==> src/rtl/run_control_pkg.sv <==
// Shared types and index constants for the MIC-1 run/stop/step controller.
package run_control_pkg;

    typedef enum logic [2:0] {
        ST_IDLE       = 3'd0,
        ST_RUN        = 3'd1,
        ST_STEP       = 3'd2,
        ST_HALTED     = 3'd3,
        ST_RESET_SYNC = 3'd4
    } state_t;

    localparam int BTN_RUN   = 0;
    localparam int BTN_STOP  = 1;
    localparam int BTN_STEP  = 2;
    localparam int BTN_CLEAR = 3;
    localparam int BTN_RESET = 4;

    localparam int LED_RUN    = 0;
    localparam int LED_IDLE   = 1;
    localparam int LED_STEP   = 2;
    localparam int LED_HALTED = 3;
    localparam int LED_RESET  = 4;
    localparam int LED_CNT0   = 5;
    localparam int LED_W      = 6;

    localparam logic [LED_W-1:0] LED_ILLEGAL = 6'b011111;

endpackage

==> src/rtl/run_control_fsm_debounce_edge.sv <==
// Button conditioner: 2-flop synchroniser, debounce counter and a
// one-cycle press pulse on each accepted rising level.
module debounce_edge
    import run_control_pkg::*;
#(
    parameter int DEBOUNCE_CYCLES = 1000000
) (
    input  logic clk,
    input  logic reset,
    input  logic raw_in,
    output logic level,
    output logic press
);

    localparam int CNT_W = $clog2(DEBOUNCE_CYCLES);
    localparam logic [CNT_W-1:0] CNT_LAST = CNT_W'(DEBOUNCE_CYCLES - 1);

    logic [1:0]       sync_q;
    logic [1:0]       sync_d;
    logic             stable_q;
    logic             stable_d;
    logic [CNT_W-1:0] cnt_q;
    logic [CNT_W-1:0] cnt_d;
    logic             press_q;
    logic             press_d;

    always_ff @(posedge clk or posedge reset) begin
        if (reset) begin
            sync_q   <= '0;
            stable_q <= 1'b0;
            cnt_q    <= '0;
            press_q  <= 1'b0;
        end else begin
            sync_q   <= sync_d;
            stable_q <= stable_d;
            cnt_q    <= cnt_d;
            press_q  <= press_d;
        end
    end

    // The counter's final step is itself the last required sample,
    // so a full DEBOUNCE_CYCLES run of differing samples flips the level.
    always_comb begin
        sync_d   = {sync_q[0], raw_in};
        stable_d = stable_q;
        cnt_d    = '0;
        press_d  = 1'b0;
        if (sync_q[1] != stable_q) begin
            if (cnt_q == CNT_LAST) begin
                stable_d = sync_q[1];
                press_d  = sync_q[1];
            end else begin
                cnt_d = cnt_q + CNT_W'(1);
            end
        end
    end

    assign level = stable_q;
    assign press = press_q;

endmodule

==> src/rtl/run_control_fsm.sv <==
// Run/stop/step control FSM for the MIC-1 board: drives the core clock
// enable and soft reset from debounced buttons and a core halt request.
module run_control_fsm
    import run_control_pkg::*;
#(
    parameter int NUM_BUTTONS     = 5,
    parameter int DEBOUNCE_CYCLES = 1000000,
    parameter int STEP_CYCLES     = 1,
    parameter int RESET_CYCLES    = 16,
    parameter int COUNT_W         = 16
) (
    input  logic                   clk,
    input  logic                   reset,
    input  logic [NUM_BUTTONS-1:0] button,
    input  logic                   halt_req,
    output logic                   cpu_clk_en,
    output logic                   cpu_reset,
    output logic [2:0]             state,
    output logic [COUNT_W-1:0]     step_count,
    output logic [LED_W-1:0]       led
);

    localparam int STEP_W = (STEP_CYCLES > 1) ? $clog2(STEP_CYCLES) : 1;
    localparam int RST_W  = (RESET_CYCLES > 1) ? $clog2(RESET_CYCLES) : 1;
    localparam logic [STEP_W-1:0] STEP_LOAD = STEP_W'(STEP_CYCLES - 1);
    localparam logic [RST_W-1:0]  RST_LOAD  = RST_W'(RESET_CYCLES - 1);

    logic [NUM_BUTTONS-1:0] press;
    logic [NUM_BUTTONS-1:0] level;
    logic                   unused_bits;

    for (genvar i = 0; i < NUM_BUTTONS; i++) begin : g_btn
        debounce_edge #(
            .DEBOUNCE_CYCLES(DEBOUNCE_CYCLES)
        ) u_db (
            .clk   (clk),
            .reset (reset),
            .raw_in(button[i]),
            .level (level[i]),
            .press (press[i])
        );
    end

    // Levels and buttons above index 4 are conditioned but have no function.
    assign unused_bits = ^{level, press};

    state_t             state_q;
    state_t             state_d;
    logic [STEP_W-1:0]  step_cnt_q;
    logic [STEP_W-1:0]  step_cnt_d;
    logic [RST_W-1:0]   rst_cnt_q;
    logic [RST_W-1:0]   rst_cnt_d;
    logic [COUNT_W-1:0] step_count_q;
    logic [COUNT_W-1:0] step_count_d;

    logic go_reset;
    logic go_stop;
    logic go_step;
    logic go_run;
    logic go_clear;
    logic step_done;

    always_ff @(posedge clk or posedge reset) begin
        if (reset) begin
            state_q      <= ST_IDLE;
            step_cnt_q   <= '0;
            rst_cnt_q    <= '0;
            step_count_q <= '0;
        end else begin
            state_q      <= state_d;
            step_cnt_q   <= step_cnt_d;
            rst_cnt_q    <= rst_cnt_d;
            step_count_q <= step_count_d;
        end
    end

    // Only the highest-priority control press survives a tie.
    always_comb begin
        go_reset = press[BTN_RESET];
        go_stop  = press[BTN_STOP] & ~go_reset;
        go_step  = press[BTN_STEP] & ~press[BTN_STOP] & ~go_reset;
        go_run   = press[BTN_RUN] & ~press[BTN_STEP]
                 & ~press[BTN_STOP] & ~go_reset;
        go_clear = press[BTN_CLEAR];
    end

    always_comb begin
        state_d    = state_q;
        step_cnt_d = step_cnt_q;
        rst_cnt_d  = rst_cnt_q;
        step_done  = 1'b0;
        if (go_reset) begin
            state_d   = ST_RESET_SYNC;
            rst_cnt_d = RST_LOAD;
        end else begin
            case (state_q)
                ST_IDLE: begin
                    if (go_step) begin
                        state_d    = ST_STEP;
                        step_cnt_d = STEP_LOAD;
                    end else if (go_run) begin
                        state_d = ST_RUN;
                    end
                end
                ST_RUN: begin
                    if (halt_req) begin
                        state_d = ST_HALTED;
                    end else if (go_stop) begin
                        state_d = ST_IDLE;
                    end
                end
                ST_STEP: begin
                    if (halt_req) begin
                        state_d = ST_HALTED;
                    end else if (go_stop) begin
                        state_d = ST_IDLE;
                    end else if (step_cnt_q == '0) begin
                        state_d   = ST_IDLE;
                        step_done = 1'b1;
                    end else begin
                        step_cnt_d = step_cnt_q - STEP_W'(1);
                    end
                end
                ST_HALTED: begin
                    state_d = ST_HALTED;
                end
                ST_RESET_SYNC: begin
                    if (rst_cnt_q == '0) begin
                        state_d = ST_IDLE;
                    end else begin
                        rst_cnt_d = rst_cnt_q - RST_W'(1);
                    end
                end
                default: begin
                    state_d = ST_IDLE;
                end
            endcase
        end

        step_count_d = step_count_q;
        if (go_clear) begin
            step_count_d = '0;
        end else if (step_done) begin
            step_count_d = step_count_q + COUNT_W'(1);
        end
    end

    always_comb begin
        cpu_clk_en    = 1'b0;
        cpu_reset     = 1'b0;
        led           = '0;
        led[LED_CNT0] = step_count_q[0];
        case (state_q)
            ST_IDLE: begin
                led[LED_IDLE] = 1'b1;
            end
            ST_RUN: begin
                cpu_clk_en   = 1'b1;
                led[LED_RUN] = 1'b1;
            end
            ST_STEP: begin
                cpu_clk_en    = 1'b1;
                led[LED_STEP] = 1'b1;
            end
            ST_HALTED: begin
                led[LED_HALTED] = 1'b1;
            end
            ST_RESET_SYNC: begin
                cpu_reset      = 1'b1;
                led[LED_RESET] = 1'b1;
            end
            default: begin
                led = LED_ILLEGAL;
            end
        endcase
    end

    assign state      = state_q;
    assign step_count = step_count_q;

endmodule

==> config.mk <==
export PLATFORM = sky130hd
export DESIGN_NAME = run_control_fsm
export DESIGN_NICKNAME = d
export VERILOG_FILES = /design/src/rtl/run_control_pkg.sv /design/src/rtl/run_control_fsm_debounce_edge.sv /design/src/rtl/run_control_fsm.sv
export SDC_FILE = /design/constraint.sdc
export NUM_CORES = 1
export LEC_CHECK = 0
export CAP_MARGIN = 20
export CORE_MARGIN = 2
export CORE_UTILIZATION = 60
export DETAILED_ROUTE_END_ITERATION = 6
export GPL_TIMING_DRIVEN = 0
export PLACE_DENSITY = 0.8
export RECOVER_POWER = 25
export SYNTH_ARGS = -nofsm -noshare
export SYNTH_HDL_FRONTEND = slang
export SYNTH_SLANG_ARGS = --single-unit
export TNS_END_PERCENT = 5
==> constraint.sdc <==
create_clock -name clk -period 6.4 [get_ports clk]
set_input_delay 0.96 -clock clk [delete_from_list [all_inputs] [get_ports clk]]
set_output_delay 0.96 -clock clk [all_outputs]
set_load 0.005 [all_outputs]
==> results by stage <==
Floorplan:
- The floorplan die height is 112 um.
- The overall die area is 0.0124 mm2.
- The row count is 39.
- The total I/O pin count is 35.
- In this run the horizontal extent of the chip is between 100 and 150 um.
- Once the floorplan was initialized, standard cells occupied 61.0% of the core.
- After floorplanning, the core was sized to cover 0.0114 mm2.

Synth:
- The most used flip-flop cell after synthesis is sky130_fd_sc_hd__dfrtp_1.
- In this run, synthesis inferred 0 flip-flops with an integrated enable.
- The share of the Yosys chip area taken by registers is 51.6%.
- By area, the combinational part of the netlist is dominated by simple AND/OR/NAND/NOR gates.
- Measured against the total synthesized area, the mux share comes to 0.487%.
- The compound-gate portion of the synthesized area is 8.26%.
- The cell count after synthesis is around 710.
- Of the total synthesized cell area, the portion taken by full adders, half adders and majority gates is about 1.3%.
- The net count of the mapped netlist is ~720.
- The share of flip-flops with an asynchronous set or reset is 100%.
- The synthesized netlist contains 49 unique library cells.
- The area fraction in and, or, nand and nor cells after synthesis is 26.0%.
- The Yosys step of the flow raised 0 warnings.
- The summed instance area of the synthesized netlist is between 0.006 and 0.007 mm2.
- The mean area per synthesized cell is approximately 9.8 um2.
- The register bit total from synthesis is 143.
- After Yosys synthesis, XOR and XNOR cells account for a little under a tenth of the synthesized area.

Drt:
- The amount of wire on met2 after detailed routing is 7.18 mm.
- For this block, wires on met1 add up to 6.42 mm.
- Routed signal wires occupy layers up through met4.
- In this run the remaining antenna-violating nets after routing total 0.
- The first detailed-routing pass ran for 5 iterations.
- The number of DRC markers in iteration 0 is about 600.
- Wire segments on met3 add up to 621 um in the final route.
- The total via count after detailed routing is 5488.
- The average wire per standard cell is 15.7 um.
- In the routed design, unresolved DRC markers number 0.
- Using the TritonRoute via totals, the vias-per-cell ratio works out to roughly 6.
- After detailed routing, the total wire length is between 10 and 15 mm.

Power and ir drop:
- In this run the power density over the cells is between 200 and 300 mW/mm2.
- Summed over all cells, the static leakage comes to 3.26 nW.
- The power after layout is 2.17 mW.
- The maximum resistive drop on vdd is 0.261 mV.

Worst setup path:
- The critical path startpoint category is a register.
- The worst endpoint data arrival time is 2.21 ns.
- The worst setup path is captured at an output port.
- Data on the critical path is required at its endpoint by 5.44 ns.
- Of all nets on the critical path, the largest fanout is 10.
- The setup path with the least slack is of type reg2out.

Timing:
- The worst hold slack is 0.348 ns.
- For the final routed database, the setup TNS stands at 0 ns.
- The clock skew is around 0.0056 ns.
- Setup repair after global routing left no endpoint under its margin.
- The final-report max-slew violation count is 43.
- The highest clock rate is 315 MHz.
- In this run the tightest slew margin relative to its limit is -33.7%.
- The least setup slack across all paths after layout is roughly 3.2 ns.
- The number of hold violations in the final report came to 0.
- For the pin with the worst max-slew slack, the measured transition is 1.99 ns.
- The worst path needs 3.17 ns of the cycle, external delays included.
- Setup violations remaining at the end of the flow were counted as 0.
- The share of the clock period used by the worst path is 49.6%.

GRT:
- Entering global routing, the biggest net connects 102 pins.
- The initial antenna violation count is 0.
- Global routing finished with a remaining overflow of 0.
- The first-pass GRT wire length is 25.2 mm.
- The overall routing resource usage is between 20% and 30%.
- The number of global-route vias before repair is 5535.

Clocking:
- The buffer levels on the longest clock path is 2.
- The count of hold-fix buffers inserted at cts is 0.
- The post-CTS setup buffer count is 0.
- Clock latency on the worst-skew pair, taken at its later pin, is 0.42 ns.
- In this run the number of H-tree levels came out at 4.
- The number of sinks driven by the clock tree is around 140.
- The clock-pin slew on the worst setup and hold paths is 0.06 ns.
- CTS placed an instance of sky130_fd_sc_hd__clkbuf_16 at the clock tree root.
- The TritonCTS clock tree is built.
- The clock buffer count from CTS is 17.
- After clock tree synthesis, the repair step resized 0 gates.

Layout:
- The number of nets in the final layout is around 780.
- The area taken by flip-flops and latches is around 0.0036 mm2.
- The library cells used most frequently in the layout, excluding fill and tap cells, are sky130_fd_sc_hd__dfrtp_1, sky130_fd_sc_hd__nor2_1, sky130_fd_sc_hd__xnor2_1.
- The multi-input combinational cells in the finished layout cover a total of 0.00316 mm2.
- The number of diodes added for antenna fixing is 0.
- The post-route netlist has under 10% of its cells at a drive strength greater than 1.
- The most common cell after layout, fill and taps aside is sky130_fd_sc_hd__dfrtp_1.
- Fill cells in the final layout number 836.
- The post-route cell area is 0.00807 mm2.
- The area growth from synthesis to layout is 16.3%.

Placement:
- The half-perimeter wire length of the detailed placement result is 9.79 mm.
- Timing analysis after detailed placement gives a worst setup slack of 3.35 ns.
- Buffers placed on the I/O ports in this run total 34.
- The weighted congestion at the end of routability-driven global placement is 0.844.
- In this run the cell area measured after placement is about 0.0075 mm2.

Job:
- Across the run, the number of max-cap violations was 1.

Outcome:
- The run finished, with violations left.
- The checks that failed: capacitance limit, slew limit.

Min path:
- The class of the tightest hold or removal check is reg2reg.
critical path: stages (launching register included):
cell and delay, ns:
sky130_fd_sc_hd__dfrtp_1 0.40, sky130_fd_sc_hd__clkbuf_1 0.21, sky130_fd_sc_hd__nor3b_1 0.53, sky130_fd_sc_hd__clkdlybuf4s50_1 0.64
power by group:
| group | total (mW) | internal [mW] | leakage (nW) | switching, mW |
|---|---|---|---|---|
| clock | 0.968 | 0.602 | 0.282 | 0.366 |
| combinational | 0.241 | 0.117 | 1.03 | 0.124 |
| sequential | 0.965 | 0.934 | 1.94 | 0.0319 |
| total | 2.17 | 1.65 | 3.26 | 0.522 |
stage by stage:
step                std cells  utilization (%)
floorplan                 708                -
global placement          885             65.6
detailed placement        886             65.9
CTS                       918             71.0
global route              918             71.0
finish                    918             71.0
state kept, by name, indices dropped and copies added, names as in the netlist:
register           count
step_count            16
g_btn.u_db.level       5
rst_cnt_q              4
g_btn.u_db.cnt_q     100
g_btn.u_db.sync_q     10
state                  3
g_btn.u_db.press       5
cells by family (layout without fill, tap and decap cells):
| family | Yosys count | in the layout |
|---|---|---|
| AO/OA/AOI/OAI | 100 | 100 |
| XOR/XNOR | 75 | 75 |
| adder cells (fa/ha/maj) | 7 | 7 |
| buffers and inverters | 49 | 116 |
| flip-flops | 143 | 143 |
| multiplexers | 3 | 3 |
| AND/OR/NAND/NOR | 331 | 331 |
final timing paths:
check                                             startpoint                                 to  slack, ns  depth (start not counted)
min in group asynchronous                              reset   g_btn[1].u_db.cnt_q[3]$_DFF_PP0_       1.51                          2
hold reg to reg            g_btn[2].u_db.sync_q[0]$_DFF_PP0_  g_btn[2].u_db.sync_q[1]$_DFF_PP0_       0.35                          0
hold / removal             g_btn[2].u_db.sync_q[0]$_DFF_PP0_  g_btn[2].u_db.sync_q[1]$_DFF_PP0_       0.35                          0
max in group asynchronous                              reset   g_btn[3].u_db.cnt_q[1]$_DFF_PP0_       3.73                          3
setup / recovery                        state[0]$_DFFE_PP0P_                          cpu_reset       3.23                          3
setup reg to reg            g_btn[4].u_db.cnt_q[0]$_DFF_PP0_   g_btn[4].u_db.cnt_q[3]$_DFF_PP0_       4.10                          7
layer usage:
metal	up-vias	track usage (%)
li1	2636	-
met1	2678	31.4
met2	156	41.5
met3	18	6.86
met4	0	7.90
met5	-	0
cell usage after synthesis (all sizes together), types with 16 or more instances:
cell | number | area [um2]
a21oi | 43 | 215
nor4 | 21 | 146
or3 | 26 | 163
nand3 | 37 | 185
nor2 | 85 | 319
xor2 | 29 | 254
o31ai | 19 | 143
dfrtp | 143 | 3580
xnor2 | 46 | 403
inv | 25 | 93.8
or4 | 22 | 169
nand2 | 45 | 169
nor3 | 16 | 80.1
o21ai | 29 | 145
nand4 | 26 | 169
cell type report:
class / instances / share of cell area, %
Clock buffer: 22 / 5.88
Timing Repair Buffer: 35 / 4.56
Tap cell: 143 / 2.22
Clock inverter: 10 / 1.38
Sequential cell: 143 / 44.3
Inverter: 25 / 1.18
Multi-Input combinational cell: 516 / 39.1
Buffer: 24 / 1.33
No activity file was read; power rests on OpenSTA's default activity.
